## src/rtl/detect_frame_sequencer.sv

```systemverilog
// Frame sequencer: streams a buffered frame into the face detector, waits for its verdict
// and hands a clipped square ROI to the emotion stage.
module detect_frame_sequencer #(
   parameter int unsigned IMG_WIDTH      = 64,
   parameter int unsigned IMG_HEIGHT     = 64,
   parameter int unsigned PIXEL_WIDTH    = 8,
   parameter int unsigned ROI_SIZE       = 24,
   parameter int unsigned TIMEOUT_CYCLES = 65536,
   localparam int unsigned AW            = $clog2(IMG_WIDTH*IMG_HEIGHT)
) (
   input  logic                   clk,
   input  logic                   rst,
   input  logic                   frame_ready,
   output logic                   frame_release,
   output logic                   mem_rd,
   output logic [AW-1:0]          mem_addr,
   input  logic [PIXEL_WIDTH-1:0] mem_data,
   output logic                   det_start,
   output logic [PIXEL_WIDTH-1:0] det_pixel,
   output logic                   det_pixel_valid,
   input  logic                   det_done,
   input  logic                   det_face,
   input  logic [7:0]             det_x,
   input  logic [7:0]             det_y,
   output logic                   roi_valid,
   input  logic                   roi_ready,
   output logic [7:0]             roi_x,
   output logic [7:0]             roi_y,
   output logic [7:0]             roi_w,
   output logic [7:0]             roi_h,
   output logic                   busy,
   output logic                   timeout_err,
   output logic [15:0]            frame_count
);

   localparam int unsigned NPIX  = IMG_WIDTH * IMG_HEIGHT;
   localparam int unsigned TW    = $clog2(TIMEOUT_CYCLES + 1);
   localparam logic [8:0]  X_MAX = 9'(IMG_WIDTH - ROI_SIZE);
   localparam logic [8:0]  Y_MAX = 9'(IMG_HEIGHT - ROI_SIZE);

   typedef enum logic [2:0] {
      S_IDLE, S_START, S_STREAM, S_DRAIN, S_WAIT_DONE, S_REPORT
   } state_t;

   state_t        state, state_nxt;
   logic [TW-1:0] wait_cnt;
   logic          wait_expired_c;

   assign wait_expired_c = (wait_cnt == TW'(TIMEOUT_CYCLES - 1));

   // Read data arrives one cycle after the strobe, exactly when the delayed strobe is high.
   assign det_pixel = det_pixel_valid ? mem_data : '0;

   // Next-state decode
   always_comb begin
      state_nxt = state;
      case (state)
         S_IDLE:      if (frame_ready) state_nxt = S_START;
         S_START:     state_nxt = S_STREAM;
         S_STREAM:    if (mem_addr == AW'(NPIX - 1)) state_nxt = S_DRAIN;
         S_DRAIN:     state_nxt = S_WAIT_DONE;
         S_WAIT_DONE: begin
            if (det_done)            state_nxt = det_face ? S_REPORT : S_IDLE;
            else if (wait_expired_c) state_nxt = S_IDLE;
         end
         S_REPORT:    if (roi_ready) state_nxt = S_IDLE;
         default:     state_nxt = S_IDLE;
      endcase
   end

   // State and registered outputs; strobes are decoded from the next state so they line up with it
   always_ff @(posedge clk or posedge rst) begin
      if (rst) begin
         state           <= S_IDLE;
         det_start       <= 1'b0;
         mem_rd          <= 1'b0;
         mem_addr        <= '0;
         det_pixel_valid <= 1'b0;
         frame_release   <= 1'b0;
         busy            <= 1'b0;
         roi_valid       <= 1'b0;
         roi_x           <= '0;
         roi_y           <= '0;
         roi_w           <= '0;
         roi_h           <= '0;
         wait_cnt        <= '0;
         timeout_err     <= 1'b0;
         frame_count     <= '0;
      end else begin
         state           <= state_nxt;
         det_start       <= (state_nxt == S_START);
         mem_rd          <= (state_nxt == S_STREAM);
         det_pixel_valid <= mem_rd;
         frame_release   <= (state_nxt == S_DRAIN);
         busy            <= (state_nxt != S_IDLE);
         roi_valid       <= (state_nxt == S_REPORT);
         mem_addr        <= (state == S_STREAM && state_nxt == S_STREAM) ? mem_addr + AW'(1) : '0;
         wait_cnt        <= (state == S_WAIT_DONE) ? wait_cnt + TW'(1) : '0;

         if (state_nxt == S_START)
            timeout_err <= 1'b0;
         else if (state == S_WAIT_DONE && !det_done && wait_expired_c)
            timeout_err <= 1'b1;

         if (state == S_WAIT_DONE && state_nxt != S_WAIT_DONE)
            frame_count <= frame_count + 16'd1;

         // Clip so the square ROI never runs past the frame edge
         if (state == S_WAIT_DONE && det_done && det_face) begin
            roi_x <= ({1'b0, det_x} > X_MAX) ? X_MAX[7:0] : det_x;
            roi_y <= ({1'b0, det_y} > Y_MAX) ? Y_MAX[7:0] : det_y;
            roi_w <= 8'(ROI_SIZE);
            roi_h <= 8'(ROI_SIZE);
         end
      end
   end

endmodule

```

## config.mk

```make
export PLATFORM = sky130hd
export DESIGN_NAME = detect_frame_sequencer
export DESIGN_NICKNAME = d
export VERILOG_FILES = /design/src/rtl/detect_frame_sequencer.sv
export SDC_FILE = /design/constraint.sdc
export NUM_CORES = 1
export LEC_CHECK = 0
export ABC_AREA = 1
export BUFFER_PORTS_ARGS = -buffer_cell sky130_fd_sc_hd__buf_4
export CORE_MARGIN = 2
export CORE_UTILIZATION = 55
export DETAILED_ROUTE_END_ITERATION = 16
export GPL_ROUTABILITY_DRIVEN = 0
export PLACE_DENSITY_LB_ADDON = 0.12
export SYNTH_ARGS = -nofsm -noshare
export SYNTH_HDL_FRONTEND = slang
export SYNTH_SLANG_ARGS = --single-unit
```

## constraint.sdc

```tcl
create_clock -name clk -period 3.4 [get_ports clk]
set_input_delay 0.34 -clock clk [delete_from_list [all_inputs] [get_ports clk]]
set_output_delay 0.34 -clock clk [all_outputs]
set_load 0.03 [all_outputs]
```

-- After elaboration in Yosys (flattened, before gate mapping)
Index checks and enable logic that the tools add are counted.
Widths: inputs -> output; s select.
- add/sub/neg operators: 3
- $lt $le $gt $ge: 2
- equal/unequal tests: 12
- multiplexer cells: 14
- reductions and logical operators: 10
- operator list (kind ; count):
    $mux 8 ; 3
    $mux 3 ; 6
    $pmux 3 s6 ; 1
    $add 17x1->17 const B ; 1
    $eq 17x16->1 const B ; 1
    $mux 17 ; 1
    $add 16x1->16 const B ; 1
    $gt 8x6->1 const B ; 2
    $add 12x1->12 const B ; 1
    $eq 12x12->1 const B ; 1
    $eq 3x2->1 const B ; 4
    $mux 12 ; 1
    $eq 3x3->1 const B ; 3
    $eq 3x1->1 const B ; 2
    $logic_and 1x1->1 ; 6
    $logic_not 3->1 ; 1
    $ne 3x3->1 const B ; 1
    $reduce_bool 3->1 ; 1
    $mux 1 ; 2
    $reduce_bool 2->1 ; 1
    $logic_not 1->1 ; 1
- register bits: 72
- input bits: 30
- output and inout bits: 75
- word-level logic and storage cells: 55

-- Depth between registers and ports, before layout
- depth in word-level cells: 7
- mapped depth: 18
- gate-level depth less buffers: 17

-- Least setup slack after synthesis
OpenSTA, ideal clock, no wires.
- kind: register to register
- from: register wait_cnt[0]
- to: register frame_count[11]
- library setup time: 0.119 ns
- arrival: 2.145 ns
- required time: 3.281 ns
- path slack: 1.137 ns
- cell stages (with the launch flop): 19
- path buffers: 1
- period minus slack after synthesis: 2.263 ns
- path through: dfrtp_1 > ha_1 > nand3_1 > nor3_1 > nand2_1 > nor2_1 > nand2_1 > nor3_1 > ha_1 > inv_1 > nand2_1 > nand2_1 > nand3_1 > nand3_2 > nand3_4 > nand2_4 > buf_6 > nand2_1 > nand2_1
- cells in the longest elaborated chain, start to end: 6
- RTL lines (item ; RTL line ; text):
    start: declaration ; 46 ; logic [TW-1:0] wait_cnt;
    start signal: assignment ; 98 ; wait_cnt <= (state == S_WAIT_DONE) ? wait_cnt + TW'(1) : '0;
    $eq 17x16->1 ; 49 ; assign wait_expired_c = (wait_cnt == TW'(TIMEOUT_CYCLES - 1));
    $mux 3 ; 64 ; else if (wait_expired_c) state_nxt = S_IDLE;
    $mux 3 ; 63 ; if (det_done) state_nxt = det_face ? S_REPORT : S_IDLE;
    $pmux 3 s6 ; 57 ; case (state)
    net state_nxt[2] ; 45 ; state_t state, state_nxt;
    $ne 3x3->1 ; 105 ; if (state == S_WAIT_DONE && state_nxt != S_WAIT_DONE)
    $logic_and 1x1->1 ; 105 ;
    end signal: assignment ; 106 ; frame_count <= frame_count + 16'd1;
    end: declaration ; 33 ; output logic [15:0] frame_count
The timed path passes the listed nets, and every way through them passes these cells.
A chain may end at the register's enable or synchronous reset.

-- Final worst setup path
- from: register wait_cnt[0]
- to: register frame_count[9]
The elaborated chain is that of the path after synthesis.

==> impl_metrics.toml <==
[clock_network]
post_cts_buffers = 0
cts-hold-fix-buffers = 0
cts-root-buf = "clkbuf_8"
htree_levels = 3
cts_made_buffers = 9
cts.repair.resized = 0
clk_latency_ps = 340
clock-sinks = 72
ctsLongestPathBuffers = 2
clk_pin_slew_ps = 70
cts_tree = "yes"

[timing]
fin_skew_ps = 8.23
tns_ps = 0
drv_slew = 0
setup_viol = 0
fmax_ghz = 0.385
slew-limit-headroom_pct = 26.1
post-route-period-util_pct = 76.3
tightest_slew_ps = 1110
finalHoldViolCount = 0
hold_slack_ps = 239
post-route-min-period_ps = 2600
rsz0062_at_grt = "no"

[logic_synthesis]
synthesis.area_um2 = 3740
synth-main-ff-cell = "dfrtp_1"
yosysSeqAreaShare_pct = 48.2
synth_area_per_cell_um2 = 8.08
syn_inst = 463
synth.distinct_cells = 33
synth_async_sr_flop_share_pct = 100
ys_ff_latch = 72
synth-edff-count = 0
yosysWarnings = 0

[detailed_routing]
vias = 3180
drc_errors = 0
vias_per_cell = 4.99
wl_per_cell_um = 12.1
routed_wl_mm = 7.73
first_pass_iters = 4
drtIter0Drc = 151
drtAntennaViolNets = 0

[power_and_ir_drop]
power_mw = 2.84
peakVddDrop_uv = 439
power_density_nw_per_um2 = 619
p_leak_nw = 2.47

[worst_setup_path]
critPathLaunchType = "flip-flop"
required_ps = 3620
worst_path_max_delay_cell = "dfrtp_1"
path_buf_inv = 1
path_cells = "ha_1 > nand3_1 > nor3_1 > nand2_1 > nor2_1 > nand2_1 > nor3_1 > ha_1 > inv_1 > nand2_1 > nand2_1 > nand3_1 > nand3_2 > nand3_4 > nand2_4 > nand2_1 > nand2_1"
crit_top_cell = "nand2_1"
critPathMaxStageDelay_ps = 370
critical_path.max_fanout = 17
path_class = "reg -> reg"
end_kind = "flip-flop"
critPathArrivalTime_ps = 2820
crit_family = "simple AND/OR/NAND/NOR gates"

[global_route]
grt_max_degree = 55
grt_pass1_wl_mm = 13.3
grt_antenna_before_repair = 0
track_usage_pct = 22.4
grt_pass1_vias = 3033
gr-total-overflow = 0

[final_layout]
drive_gt1_share_pct = 23.7
nFillCells = 573
seq_area_um2 = 1800
multi_input_area_um2 = 1600
num_antenna_cells = 0
fin_util_pct = 68.8
syn2layout_area_growth_pct = 22.9
nNetsFinal = 589

[die]
die_w_um = 86.5
coreArea_um2 = 6680
boundaryPins = 105
start_util_pct = 56.0
die_area_um2 = 7480
die_h_um = 86.5
rows = 30

[placed_design]
numPortBuffers = 92
hpwl_mm = 5.64

[outcome]
outcome = "finished, final reports clean"

[min_path]
hold_class = "in -> reg"

[run]
max_cap_violations = 0
-- routing by layer --
metal,global-route usage [%],vias to the layer above,share of wire [%]
met2,38.0,92,48
met4,8.24,0,2.5
met3,4.67,19,5.0
met5,0,-,0
met1,28.3,1479,44
li1,-,1590,-
-- power by group --
group	switching (mW)	internal [mW]	total [mW]
Clock	0.286	0.348	0.634
Combinational	0.723	0.364	1.09
Sequential	0.134	0.990	1.12
-- placed cells by master (no fill, tap or decap), types with 4 or more instances in the layout --
| master | synthesis | final |
|---|---|---|
| dfrtp_1 | 72 | 72 |
| inv_1 | 55 | 54 |
| nor3_1 | 10 | 10 |
| nand3_1 | 45 | 45 |
| buf_4 | 16 | 94 |
| nand2_1 | 120 | 120 |
| ha_1 | 4 | 4 |
| nor2_1 | 52 | 52 |
| conb_1 | 1 | 12 |
| nand4_1 | 8 | 8 |
| a21oi_1 | 7 | 7 |
| nor2_2 | 11 | 11 |
| clkbuf_8 | 0 | 10 |
| xnor2_1 | 10 | 10 |
| xor2_1 | 14 | 14 |
| o21ai_0 | 8 | 8 |
-- layout make-up --
cell class / count / share of cell area, %
Multi-Input combinational cell: 320 / 34.7
Sequential cell: 72 / 39.2
Clock inverter: 1 / 0.653
Tap cell: 80 / 2.18
Timing Repair Buffer: 94 / 15.4
Inverter: 58 / 4.74
Clock buffer: 12 / 3.16
-- worst paths after layout --
path	from	endpoint	slack, ps	cells after the start
worst max register to register	wait_cnt[0]$_DFF_PP0_	frame_count[9]$_DFFE_PP0P_	800	17
worst min register to register	mem_rd$_DFF_PP0_	det_pixel_valid$_DFF_PP0_	380	0
max in group asynchronous	rst	mem_addr[0]$_DFF_PP0_	2230	3
min in group asynchronous	rst	roi_y[7]$_DFFE_PP0P_	290	2
worst max-delay path	wait_cnt[0]$_DFF_PP0_	frame_count[9]$_DFFE_PP0P_	800	17
worst min-delay path	det_y[2]	roi_y[2]$_DFFE_PP0P_	240	3
-- sequential cells by signal (all words and copies together) (netlist names) --
| signal | count |
|---|---|
| busy | 1 |
| state | 3 |
| roi_x | 8 |
| wait_cnt | 17 |
| roi_y | 8 |
| det_pixel_valid | 1 |
| roi_valid | 1 |
| det_start | 1 |
| roi_w | 1 |
| mem_rd | 1 |
| mem_addr | 12 |
| frame_release | 1 |
| timeout_err | 1 |
| frame_count | 16 |
-- worst register-to-register path: stages, from the launching register on --
cell and delay, ps:
dfrtp_1 370, ha_1 200, nand3_1 150, nor3_1 220, nand2_1 100, nor2_1 170, nand2_1 80, nor3_1 150
ha_1 170, inv_1 40, nand2_1 50, nand2_1 50, nand3_1 90, nand3_2 110, nand3_4 220, nand2_4 170
nand2_1 110, nand2_1 50
-- cell usage after synthesis (4+ instances only) --
master,number,area (um^2)
nand2_1,120,450
dfrtp_1,72,1800
inv_1,55,206
nor2_1,52,195
nand3_1,45,225
buf_4,16,120
xor2_1,14,123
nor2_2,11,68.8
nor3_1,10,50.1
xnor2_1,10,87.6
nand4_1,8,50.1
o21ai_0,8,40.0
a21oi_1,7,35.0
ha_1,4,50.1
-- through the flow --
| stage | cell area [um^2] | worst slack (ps) | instances |
|---|---|---|---|
| floorplan | 3780 | 1140 | 474 |
| global placement | 4420 | 915 | 624 |
| detailed placement | 4420 | 787 | 624 |
| CTS | 4600 | 768 | 637 |
| global route | 4600 | 490 | 637 |
| finish | 4600 | 804 | 637 |
-- logic make-up after synthesis --
logic type,synth area share (%)
fa+ha+maj,1.34
compound gates,2.84
simple gates,31.7
xor+xnor,5.62
buf+inv,10.3
other cells,0.100
flops,48.2
(Power assumes the default switching activity.)
